File: src/rtl/fifo_async_1clk_pkg.sv
// Shared constants and the Gray-encode helper for the single-clock dual-pointer FIFO.
package fifo_async_1clk_pkg;

  localparam int DEFAULT_DATA_WIDTH = 8;
  localparam int DEFAULT_ADDR_WIDTH = 4;

  // Callers zero-extend their pointer in and truncate the result back to pointer width.
  function automatic logic [31:0] bin2gray(input logic [31:0] b);
    return b ^ (b >> 1);
  endfunction

endpackage

File: src/rtl/fifo_async_1clk_sync2.sv
// Parameterised-width two-flop synchronizer with synchronous active-high reset.
module fifo_async_1clk_sync2 #(
  parameter int WIDTH = 1
) (
  input  logic             clk,
  input  logic             reset,
  input  logic [WIDTH-1:0] d,
  output logic [WIDTH-1:0] q
);

  logic [WIDTH-1:0] meta_q;
  logic [WIDTH-1:0] sync_q;

  always_ff @(posedge clk) begin
    if (reset) begin
      meta_q <= '0;
      sync_q <= '0;
    end else begin
      // NOTE: non-blocking assignments make this a true two-stage shift; blocking would collapse it to one flop.
      meta_q <= d;
      sync_q <= meta_q;
    end
  end

  assign q = sync_q;

endmodule

File: src/rtl/fifo_async_1clk.sv
// Circular-buffer FIFO using async-FIFO pointer structure (Gray pointers, 2-flop syncs) on one clock.
module fifo_async_1clk
  import fifo_async_1clk_pkg::*;
#(
  parameter int DATA_WIDTH = DEFAULT_DATA_WIDTH,
  parameter int ADDR_WIDTH = DEFAULT_ADDR_WIDTH
) (
  input  logic                  clk,
  input  logic                  reset,
  input  logic                  wr_en,
  input  logic                  rd_en,
  input  logic [DATA_WIDTH-1:0] din,
  output logic [DATA_WIDTH-1:0] dout,
  output logic                  full,
  output logic                  empty
);

  localparam int AW    = ADDR_WIDTH;
  localparam int PW    = ADDR_WIDTH + 1;
  localparam int DEPTH = 1 << ADDR_WIDTH;

  logic [DATA_WIDTH-1:0] mem [0:DEPTH-1];

  logic [PW-1:0]         wbin_q,  wbin_d;
  logic [PW-1:0]         rbin_q,  rbin_d;
  logic [PW-1:0]         wgray_q, wgray_d;
  logic [PW-1:0]         rgray_q, rgray_d;
  logic [DATA_WIDTH-1:0] dout_q,  dout_d;
  logic [PW-1:0]         wq2, rq2;
  logic                  wr_fire, rd_fire;

  fifo_async_1clk_sync2 #(.WIDTH(PW)) u_sync_w2r (
    .clk   (clk),
    .reset (reset),
    .d     (wgray_q),
    .q     (wq2)
  );

  fifo_async_1clk_sync2 #(.WIDTH(PW)) u_sync_r2w (
    .clk   (clk),
    .reset (reset),
    .d     (rgray_q),
    .q     (rq2)
  );

  // Each side judges itself against a lagging view of the other, so flags err toward full/empty.
  assign empty = (rgray_q == wq2);
  assign full  = (wgray_q == {~rq2[AW:AW-1], rq2[AW-2:0]});

  always_comb begin
    // NOTE: every always_comb output gets a default first so no path leaves it unassigned (no latch).
    wbin_d  = wbin_q;
    rbin_d  = rbin_q;
    dout_d  = dout_q;
    wr_fire = wr_en && !full;
    rd_fire = rd_en && !empty;
    if (wr_fire) wbin_d = wbin_q + PW'(1);
    if (rd_fire) begin
      rbin_d = rbin_q + PW'(1);
      dout_d = mem[rbin_q[AW-1:0]];
    end
    // Gray copies are taken from the next binary value so own-side flags update at the same edge.
    wgray_d = PW'(bin2gray(32'(wbin_d)));
    rgray_d = PW'(bin2gray(32'(rbin_d)));
  end

  always_ff @(posedge clk) begin
    if (reset) begin
      wbin_q  <= '0;
      rbin_q  <= '0;
      wgray_q <= '0;
      rgray_q <= '0;
      dout_q  <= '0;
    end else begin
      wbin_q  <= wbin_d;
      rbin_q  <= rbin_d;
      wgray_q <= wgray_d;
      rgray_q <= rgray_d;
      dout_q  <= dout_d;
    end
  end

  // NOTE: the storage array is deliberately left out of reset; pointers alone define valid contents.
  always_ff @(posedge clk) begin
    if (wr_fire) mem[wbin_q[AW-1:0]] <= din;
  end

  assign dout = dout_q;

endmodule

File: config.mk
export PLATFORM = sky130hd
export DESIGN_NAME = fifo_async_1clk
export DESIGN_NICKNAME = d
export VERILOG_FILES = /design/src/rtl/fifo_async_1clk_pkg.sv /design/src/rtl/fifo_async_1clk_sync2.sv /design/src/rtl/fifo_async_1clk.sv
export SDC_FILE = /design/constraint.sdc
export NUM_CORES = 1
export LEC_CHECK = 0
export CAP_MARGIN = 25
export CORE_MARGIN = 2
export CORE_UTILIZATION = 30
export CTS_CLUSTER_DIAMETER = 50
export CTS_CLUSTER_SIZE = 16
export DETAILED_ROUTE_END_ITERATION = 10
export HOLD_SLACK_MARGIN = 0.03
export SYNTH_ARGS = -nofsm -noshare
export SYNTH_HDL_FRONTEND = slang
export SYNTH_SLANG_ARGS = --single-unit
export TNS_END_PERCENT = 5
File: constraint.sdc
create_clock -name clk -period 2.6 [get_ports clk]
set_input_delay 0.52 -clock clk [delete_from_list [all_inputs] [get_ports clk]]
set_output_delay 0.52 -clock clk [all_outputs]
set_load 0.1 [all_outputs]
* Yosys cells after proc, flatten, opt, wreduce, memory -nomap -nowiden
Memories as Yosys holds them, arrays and structs flattened. A register that Yosys moved wholly into a read port is not among the register bits.
Index checks and enable logic that the tools add are counted.
** Cells by class
- Muxes and demuxes :: 4
- $add $sub $neg :: 2
- Bitwise logic cells :: 3
- Reduce and logical (&&, ||, !) cells :: 4
- Equality and inequality tests :: 2
** Operators by type and width (count)
- $add 5x1->5 const B :: 2
- $eq 5x5->1 :: 2
- $mux 5 :: 2
- $xor 5x4->5 :: 2
- $logic_and 1x1->1 :: 2
- $logic_not 1->1 :: 2
- $mux 1 :: 2
- $not 2->2 :: 1
** Storage, ports and cells
- Memories kept :: 1
- Output and inout port bits :: 10
- Memory bits (writable) :: 128
- Flip-flop bits (word level) :: 40
- Bits of input ports :: 12
- Logic and storage cells :: 24
** Memory list
- mem :: words 16, bits a word 8, read ports 1, clocked after memory_dff 1, write ports 1, RTL line fifo_async_1clk.sv:22 : logic [DATA_WIDTH-1:0] mem [0:DEPTH-1];

* Depth between registers and ports, before layout
- Depth after elaboration :: 6
- Depth in mapped cells :: 7
- Depth with buffers taken out :: 6

* Hierarchy
Synthesis repeated with hierarchy kept, for this count alone.
** Second synthesis, totals
- Cell total of the unflattened synthesis :: 391
- Area, all modules :: 6692.7 µm²
** Modules (own cells, without submodules)
- fifo_async_1clk :: area an instance 6167.2 µm², cells an instance 351, instances 1
- fifo_async_1clk_sync2 :: area an instance 262.8 µm², cells an instance 20, instances 2

* Worst setup path after synthesis
OpenSTA, ideal clock, no wires.
- Kind :: register -> register
- From :: register wbin_q[4] (netlist name)
- To :: memory mem[1][0] in the netlist's numbering (enable)
- Arrival :: 2.544 ns
- Buffers on the path :: 0
- Clock period less this slack :: 2.833 ns
- Path slack :: -0.233 ns
- Cell stages (with the launch flop) :: 7
- Library setup time :: 0.289 ns
- Cells stage by stage :: dfxtp_1 > xor2_1 > nand3_2 > nor2_1 > nor2b_1 > nand2_1 > nor3_1
** RTL lines (RTL line)
- to (decl) :: fifo_async_1clk.sv:22

* Final worst setup path
- From :: register u_sync_w2r.sync_q[3] (netlist: u_sync_w2r.q[3])
- To :: output empty
** On the way
- Cells in the longest elaborated chain, start to end :: 1
** RTL lines
- from (decl) :: RTL line fifo_async_1clk_sync2.sv:12 : logic [WIDTH-1:0] sync_q;
- from (signal assigned) :: RTL line fifo_async_1clk_sync2.sv:21 : sync_q <= meta_q;
- $eq 5x5->1 :: RTL line fifo_async_1clk.sv:47 : assign empty = (rgray_q == wq2);
- to (decl) :: RTL line fifo_async_1clk.sv:15 : output logic empty
No other way between the ends.

==> reports/qor.csv <==
metric,value,unit
drc,0,
cts_root_buffer,clkbuf_16,
cap_violations,0,
start_util,0.304,
cts_buffer_depth,2,
finalSetupTns,0,ns
synthCells,393,
critPathLaunchType,flop,
ys_types,40,
wire_per_inst,18.2,um
p_int,4.75,mW
vias,3396,
swShare,0.228,
area.growth.synth_to_final,16.1,%
num_io_pins,22,
dominantRegCellSynth,edfxtp_1,
ys_ff_latch,174,
grt_pass1_wl,20.9,mm
timing.slew.headroom,0.421,
yosysSeqAreaShare,0.694,
drive_gt1_frac,0.213,
whs_endpoint,u_sync_r2w.q[4],
power_density,773,mW/mm^2
grt_overflow,0,
cts_setup_buffers,0,
numCtsBuffers,17,
final-max-slew-violation-count,0,
synth_edf_count,128,
async_reset_ff_frac,0,
vdd_drop_max,463,uV
r2r_slack,0.56,ns
gp_congestion,0.734,
die_w,155,um
cp-end-kind,primary output,
critPathMaxFanout,3,
grt_pass1_vias,3620,
core_area,0.0226,sq mm
seqPwrFrac,0.495,
dieArea,0.0241,sq mm
min_period,2.18,ns
grt_antenna_before_repair,0,
finalCritPeriodShare,0.837,
first_pass_iters,4,
clk_pin_slew,0.06,ns
power_frac_comb,0.081,
finalSetupViolCount,0,
ant_nets,0,
numPortBuffers,21,
skew,0.0104,ns
cts_tree,built,
dr.first_iter.drc_count,277,
cp_data_arrival_time,1.66,ns
critPathLaunch,u_sync_w2r.q[3],
rsz0062_at_grt,no,
cp.required,2.08,ns
place_area,0.00736,sq mm
hold_class,flop to flop,
hold_viol_final,0,
dp_hpwl,8.60,mm
grt_usage,0.119,
stdcell_area,0.00797,sq mm
avgSynthCellArea,17.5,sq um
max_clock_freq,460,MHz
cts_num_sinks,174,
nets,450,
rr_endpoint,rgray_q[1],
grt_max_degree,47,
syn_nets,410,
leakage,2.66,nW
p_switching,1.41,mW
holdPathStages,1,
path_class,flop to primary output,
tightest_slew,0.869,ns
clk_latency,0.42,ns
rr_startpoint,u_sync_w2r.q[3],
hold_buffers,0,
std_cell_rows,55,
drt-vias-per-instance,4.65,
wl,13.3,mm
hp-start,u_sync_r2w.meta_q[4],
synthesis.area,0.00687,sq mm
rr_worst_depth,6,
diodes,0,
status,completed,
ys_warn_count,0,
die_y,155,um
htree_levels,4,
clockPowerShare,0.423,
post_cts_resize_count,0,
[power groups by stage]
stage	combinational [mW]	clock (mW)	sequential, mW
floorplan	0.313	0	3.17
CTS	0.509	2.66	3.05
global placement	0.503	0	3.11
global route	0.541	2.78	3.05
detailed placement	0.506	0	3.11
finish	0.502	2.61	3.05
[critical path, stage by stage, from the launching register on]
cell	delay, ns
dfxtp_1	0.31
xnor2_1	0.25
nand4_2	0.19
nor2_1	0.18
buf_4	0.31
[flip-flops by register name, summed over array words and instances, names as in the netlist]
signal,flops
wbin_q,5
dout,8
u_sync_w2r.q,5
rbin_q,5
mem,128
rgray_q,4
u_sync_w2r.meta_q,5
u_sync_r2w.q,5
u_sync_r2w.meta_q,5
wgray_q,4
[how the worst max path moves through the flow]
stage	endpoint
2_1_floorplan	empty
3_3_place_gp	mem[2][2]
3_5_place_dp	mem[2][7]
4_1_cts	empty
5_1_grt	empty
6_report	empty
[cell type report]
cell class                 count  area (sq um)
clock buffer                  19           433
clock inverter                13           176
tap                          285           357
multi-input combinational    193          1870
inverter                       7          26.3
sequential                   174          4770
fill                        2116         14600
timing repair buffer          40           348
[stage by stage]
stage	instances	setup WS, ns	hold WS (ns)	util	total power [mW]
2_1_floorplan	393	0.120	0.414	-	3.48
3_3_place_gp	699	0.374	0.420	0.326	3.62
3_5_place_dp	699	0.402	0.427	0.326	3.62
4_1_cts	731	0.367	0.448	0.353	6.22
5_1_grt	731	0.272	0.462	0.353	6.37
6_report	731	0.424	0.440	0.353	6.16
[per-layer routing]
layer  track usage  up-vias  wire length, um
li1              -     1585                -
met4        0.0402        0              127
met1         0.150     1720             5820
met5             0        -                0
met3        0.0340        9              830
met2         0.196       82             6550
[layout by cell type, fill, tap and decap left out, drive strengths merged, types with 3 or more instances in the layout]
cell type / synthesis / routed
buf: 8 / 30
inv: 7 / 13
nand2: 16 / 16
nor3: 6 / 6
clkdlybuf4s50: 0 / 10
dfxtp: 46 / 46
clkbuf: 9 / 19
a21o: 8 / 8
xnor2: 15 / 15
bufinv: 0 / 3
nor2b: 23 / 23
a22oi: 16 / 16
mux2i: 4 / 4
ha: 5 / 5
a21oi: 11 / 11
xor2: 11 / 11
edfxtp: 128 / 128
mux4: 32 / 32
nor2: 30 / 30
[kinds of logic after synthesis]
family          synth area share
fa+ha+maj                0.00911
mux                        0.118
simple gates              0.0616
xor+xnor                  0.0353
flops                      0.694
buf+inv                   0.0348
compound gates            0.0470
[cell usage after synthesis, drive strengths merged (6+ instances only)]
cell	instances	area share
a21oi	11	0.0091
a22oi	16	0.017
nor2b	23	0.021
nand2	16	0.0087
xnor2	15	0.019
edfxtp	128	0.56
mux4	32	0.11
clkbuf	9	0.012
a21o	8	0.0091
nor2	30	0.016
inv	7	0.0038
dfxtp	46	0.13
xor2	11	0.016
buf	8	0.013
nor3	6	0.0044
No activity file was read; power rests on OpenSTA's default activity.
